===== config.mk =====
export PLATFORM = sky130hd
export DESIGN_NAME = rd_track
export DESIGN_NICKNAME = d
export VERILOG_FILES = /design/src/rtl/rd_track.sv
export SDC_FILE = /design/constraint.sdc
export NUM_CORES = 1
export LEC_CHECK = 0
export ABC_AREA = 1
export CORE_MARGIN = 2
export CORE_UTILIZATION = 53
export CTS_BUF_LIST = sky130_fd_sc_hd__clkbuf_8
export CTS_CLUSTER_DIAMETER = 50
export DETAILED_ROUTE_END_ITERATION = 10
export PLACE_DENSITY = 0.88
export REMOVE_ABC_BUFFERS = 1
export SYNTH_ARGS = -nofsm -noshare
export SYNTH_HDL_FRONTEND = slang
export SYNTH_SLANG_ARGS = --single-unit

===== constraint.sdc =====
create_clock -name clk_i -period 2.4 [get_ports clk_i]
set_clock_uncertainty 0.05 [all_clocks]
set_input_delay 0.36 -clock clk_i [delete_from_list [all_inputs] [get_ports clk_i]]
set_output_delay 0.36 -clock clk_i [all_outputs]
set_load 0.005 [all_outputs]

===== src/rtl/rd_track.sv =====
// rd_track: EX/MEM/WB register-id tracker with load-use stall detection.
// Exposes the pipeline register fields that the forwarding and hazard logic need.
module rd_track #(
  parameter int CNT_W = 16
) (
  input  logic             clk_i,
  input  logic             rst_i,
  input  logic [4:0]       id_rs,
  input  logic [4:0]       id_rt,
  input  logic [4:0]       id_dst,
  input  logic             id_regwrite,
  input  logic             id_memread,
  input  logic             id_uses_rt,
  input  logic             flush_i,
  output logic [4:0]       ExeRs,
  output logic [4:0]       ExeRt,
  output logic [4:0]       MemRd,
  output logic             MemWb,
  output logic [4:0]       WbRd,
  output logic             Wb,
  output logic             stall_o,
  output logic [CNT_W-1:0] stall_cnt
);

  logic [4:0]       r_ex_rs;
  logic [4:0]       r_ex_rt;
  logic [4:0]       r_ex_dst;
  logic             r_ex_rw;
  logic             r_ex_mr;
  logic [4:0]       r_mem_dst;
  logic             r_mem_rw;
  logic [4:0]       r_wb_dst;
  logic             r_wb_rw;
  logic [CNT_W-1:0] r_cnt;

  logic w_rs_hit;
  logic w_rt_hit;
  logic w_stall;
  logic w_bubble;
  logic w_cnt_max;

  // Load in EX whose destination feeds the ID instruction.
  always_comb begin
    w_rs_hit  = (r_ex_dst == id_rs);
    w_rt_hit  = id_uses_rt && (r_ex_dst == id_rt);
    w_stall   = r_ex_mr && (r_ex_dst != 5'd0) &&
                !flush_i && (w_rs_hit || w_rt_hit);
    w_bubble  = flush_i || w_stall;
    w_cnt_max = &r_cnt;
  end

  // EX slot: bubble on flush or stall, else capture the ID fields.
  always_ff @(posedge clk_i) begin
    if (rst_i || w_bubble) begin
      r_ex_rs  <= 5'd0;
      r_ex_rt  <= 5'd0;
      r_ex_dst <= 5'd0;
      r_ex_rw  <= 1'b0;
      r_ex_mr  <= 1'b0;
    end else begin
      r_ex_rs  <= id_rs;
      r_ex_rt  <= id_rt;
      r_ex_dst <= id_dst;
      r_ex_rw  <= id_regwrite;
      r_ex_mr  <= id_memread;
    end
  end

  // MEM and WB slots always advance; stalls never freeze them.
  always_ff @(posedge clk_i) begin
    if (rst_i) begin
      r_mem_dst <= 5'd0;
      r_mem_rw  <= 1'b0;
      r_wb_dst  <= 5'd0;
      r_wb_rw   <= 1'b0;
    end else begin
      r_mem_dst <= r_ex_dst;
      r_mem_rw  <= r_ex_rw;
      r_wb_dst  <= r_mem_dst;
      r_wb_rw   <= r_mem_rw;
    end
  end

  // Saturating count of stall cycles.
  always_ff @(posedge clk_i) begin
    if (rst_i) begin
      r_cnt <= '0;
    end else if (w_stall && !w_cnt_max) begin
      r_cnt <= r_cnt + 1'b1;
    end
  end

  assign ExeRs     = r_ex_rs;
  assign ExeRt     = r_ex_rt;
  assign MemRd     = r_mem_dst;
  assign MemWb     = r_mem_rw;
  assign WbRd      = r_wb_dst;
  assign Wb        = r_wb_rw;
  assign stall_o   = w_stall;
  assign stall_cnt = r_cnt;

endmodule


==> run summary <==
synthesized flop and latch total = 45
nets = 385
Reg clk slew, reported paths = 0.09 ns
met1 WL = 2050 µm
pwr/cell area = 484 nW/µm²
buffer and inverter count on the worst path = 4
setup bufs post-CTS = 0
CTS H-tree depth = 2
clock power share = 35.2%
Avg WL per Cell = 11.4 µm
Max VDD drop = 0.000362 V
vias in the first global route = 1892
CP Max Fanout = 2
hold_buf cts = 0
DRT iter0 DRCs = 63
WL final = 4710 µm
yosys warns = 0
Yosys top cell area share = 42.7%
synthesized area = 2110 µm²
die area = 4510 µm²
CP Launch Type = input pin
outcome = completed
CTS tree = done
Worst Path Required = 1.99 ns
Bufs on Longest Clock Path = 2
clk root buf = clkbuf_8
Worst-Skew Late Latency = 0.31 ns
P_sw = 346 µW
first drt pass iteration count = 5
Gate Count Post-Synth = 300
Syn Area/Cell = 7.04 µm²
post-route ant nets = 0
Slew @ Worst Pin = 0.330 ns
sequential share of the synthesized area = 42.7%
synth unique cells = 26
RSZ-0062 raised after global routing = false
Worst EP arrival = 1.55 ns
Sequential Power Share = 55.5%
crit path cell chain = clkdlybuf4s50_1, inv_1, nand2_1, nand2_1, nor2_2, nand3_2, nand2_2, nand2_2, inv_1, dlymetal6s2s_1
setup_tns = 0 ns
n_diodes = 0
total CTS buffers = 5
gpl congestion = 0.818
area leader, netlist = dfxtp_1
CORE AREA = 3740 µm²
CP delay by family, top = buffers and inverters
number of remaining DRC errors = 0
Final Max Tran Viols = 0
row count = 22
vias per cell = 4.77
Filler cells = 303
total gr overflow = 0
Synth area leaders = dfxtp_1, nand2_1, nor2_1, inv_1, nand4_1
# clock sinks = 45
most common cell after layout, fill and taps aside = nand2_1
Final period util = 81.6%
I/O Buffers = 59
GRT Overall Usage = 23.0%
Vias = 1967
Met3 Routed Length = 220 µm
slowest cell on the critical path = clkdlybuf4s50_1
Min Clock Period, post-route = 1.96 ns
Slew HR = 78.0%
max incr delay on CP = 0.49 ns
Combinational Power Share = 9.3%
final std cells w/o fill = 412
worst hold path type = input pin to flop
crit end category = output pin
area delta synth->final = 35.6%
MaxCap Viol Count = 0
die extent in x = 67.1 µm
Setup violations, final = 0
highest routing layer actually used = met4
sw frac = 25.0%
wire length of the first global-routing pass = 7820 µm
Achievable Freq = 511 MHz
dpl cells = 404
DPL Wire Length = 3400 µm
Starting Density = 56.4%
initial antenna violation count = 0
commonest non-fill, non-tap cells in the layout = nand2_1, clkdlybuf4s50_1, nor2_1, inv_1, dfxtp_1
largest net degree at the start of global routing = 19
io pins = 60
endpoints failing hold = 0
routed wl met2 = 2340 µm
CP Class = input pin to output pin
Die Height = 67.1 µm
Int Pwr = 1040 µW
post_cts resized = 0
layout cell share with drive strength beyond 1 = 12.9%
LEAKAGE = 0.00132 µW
==> routing by layer <==
metal	vias up	global-route usage, %
li1	1026	-
met1	884	26.4
met2	49	40.2
met3	8	4.22
met4	0	12.5
met5	-	0
==> tightest hold or removal path, cell delays in order <==
cell	delay, ns
dlymetal6s2s_1	0.14
inv_1	0.08
nor2_1	0.05
==> power groups by stage <==
stage / logic, µW / registers [µW] / clock network [µW]
2_1_floorplan: 46.0 / 788 / 0
3_3_place_gp: 123 / 787 / 0
3_5_place_dp: 126 / 787 / 0
4_1_cts: 127 / 770 / 501
5_1_grt: 142 / 772 / 530
6_report: 129 / 770 / 488
==> synthesized netlist by cell type <==
library cell and count:
nand4_1 17, buf_4 1, nor2_1 57, nand3_4 1
o21ai_0 1, dfxtp_1 45, nand3_1 10, xnor2_1 2
nand4_4 1, nor2_4 1, buf_1 1, nor2_8 1
nand3_2 2, a21oi_1 1, clkbuf_1 3, buf_8 1
ha_1 1, inv_2 7, xor2_1 5, a21oi_2 6
nor2_2 3, buf_2 1, nand2_1 71, inv_1 50
nand2_2 8, nand3b_1 3
==> path summary, 6_finish.rpt <==
check	cells past startpoint	slack (ns)	end	start
max	10	0.44	stall_o	id_rt[1]
min	3	0.30	ExeRs[3]	id_rs[3]
max reg2reg	8	0.59	stall_cnt[0]	stall_cnt[1]
min reg2reg	2	0.36	MemWb	r_ex_rw
==> layout make-up <==
class                           instances  area [µm²]  share of cell area, %
Clock buffer                            5        68.8                   2.40
Clock inverter                          3        25.0                  0.874
Inverter                               57         214                   7.47
Multi-Input combinational cell        191         970                   33.9
Sequential cell                        45         901                   31.5
Tap cell                               48        60.1                   2.10
Timing Repair Buffer                   63         626                   21.8
==> state kept, by name, indices dropped and copies added, names as in the netlist <==
register   cells
stall_cnt     16
ExeRs          5
ExeRt          5
MemRd          5
WbRd           5
r_ex_dst       5
MemWb          1
Wb             1
r_ex_mr        1
r_ex_rw        1
==> cell families after synthesis <==
group / Yosys count / share of synthesized area [%]
adder cells (fa/ha/maj): 1 / 0.592
AND/OR/NAND/NOR: 175 / 38.7
flip-flops: 45 / 42.7
buffers and inverters: 64 / 12.1
XOR/XNOR: 7 / 2.90
AO/OA/AOI/OAI: 8 / 2.96
==> stage by stage <==
stage / setup WS (ns) / hold WS, ns / util, % / total power [µW] / cell area (µm²)
floorplan: 0.853 / 0.338 / - / 834 / 2070
global placement: 0.0975 / 0.340 / 73.5 / 909 / 2750
detailed placement: 0.0513 / 0.345 / 73.5 / 913 / 2750
CTS: 0.00542 / 0.357 / 76.0 / 1400 / 2840
global route: 0.300 / 0.333 / 76.5 / 1440 / 2860
finish: 0.442 / 0.304 / 76.5 / 1390 / 2860
No activity file was read; power rests on OpenSTA's default activity.
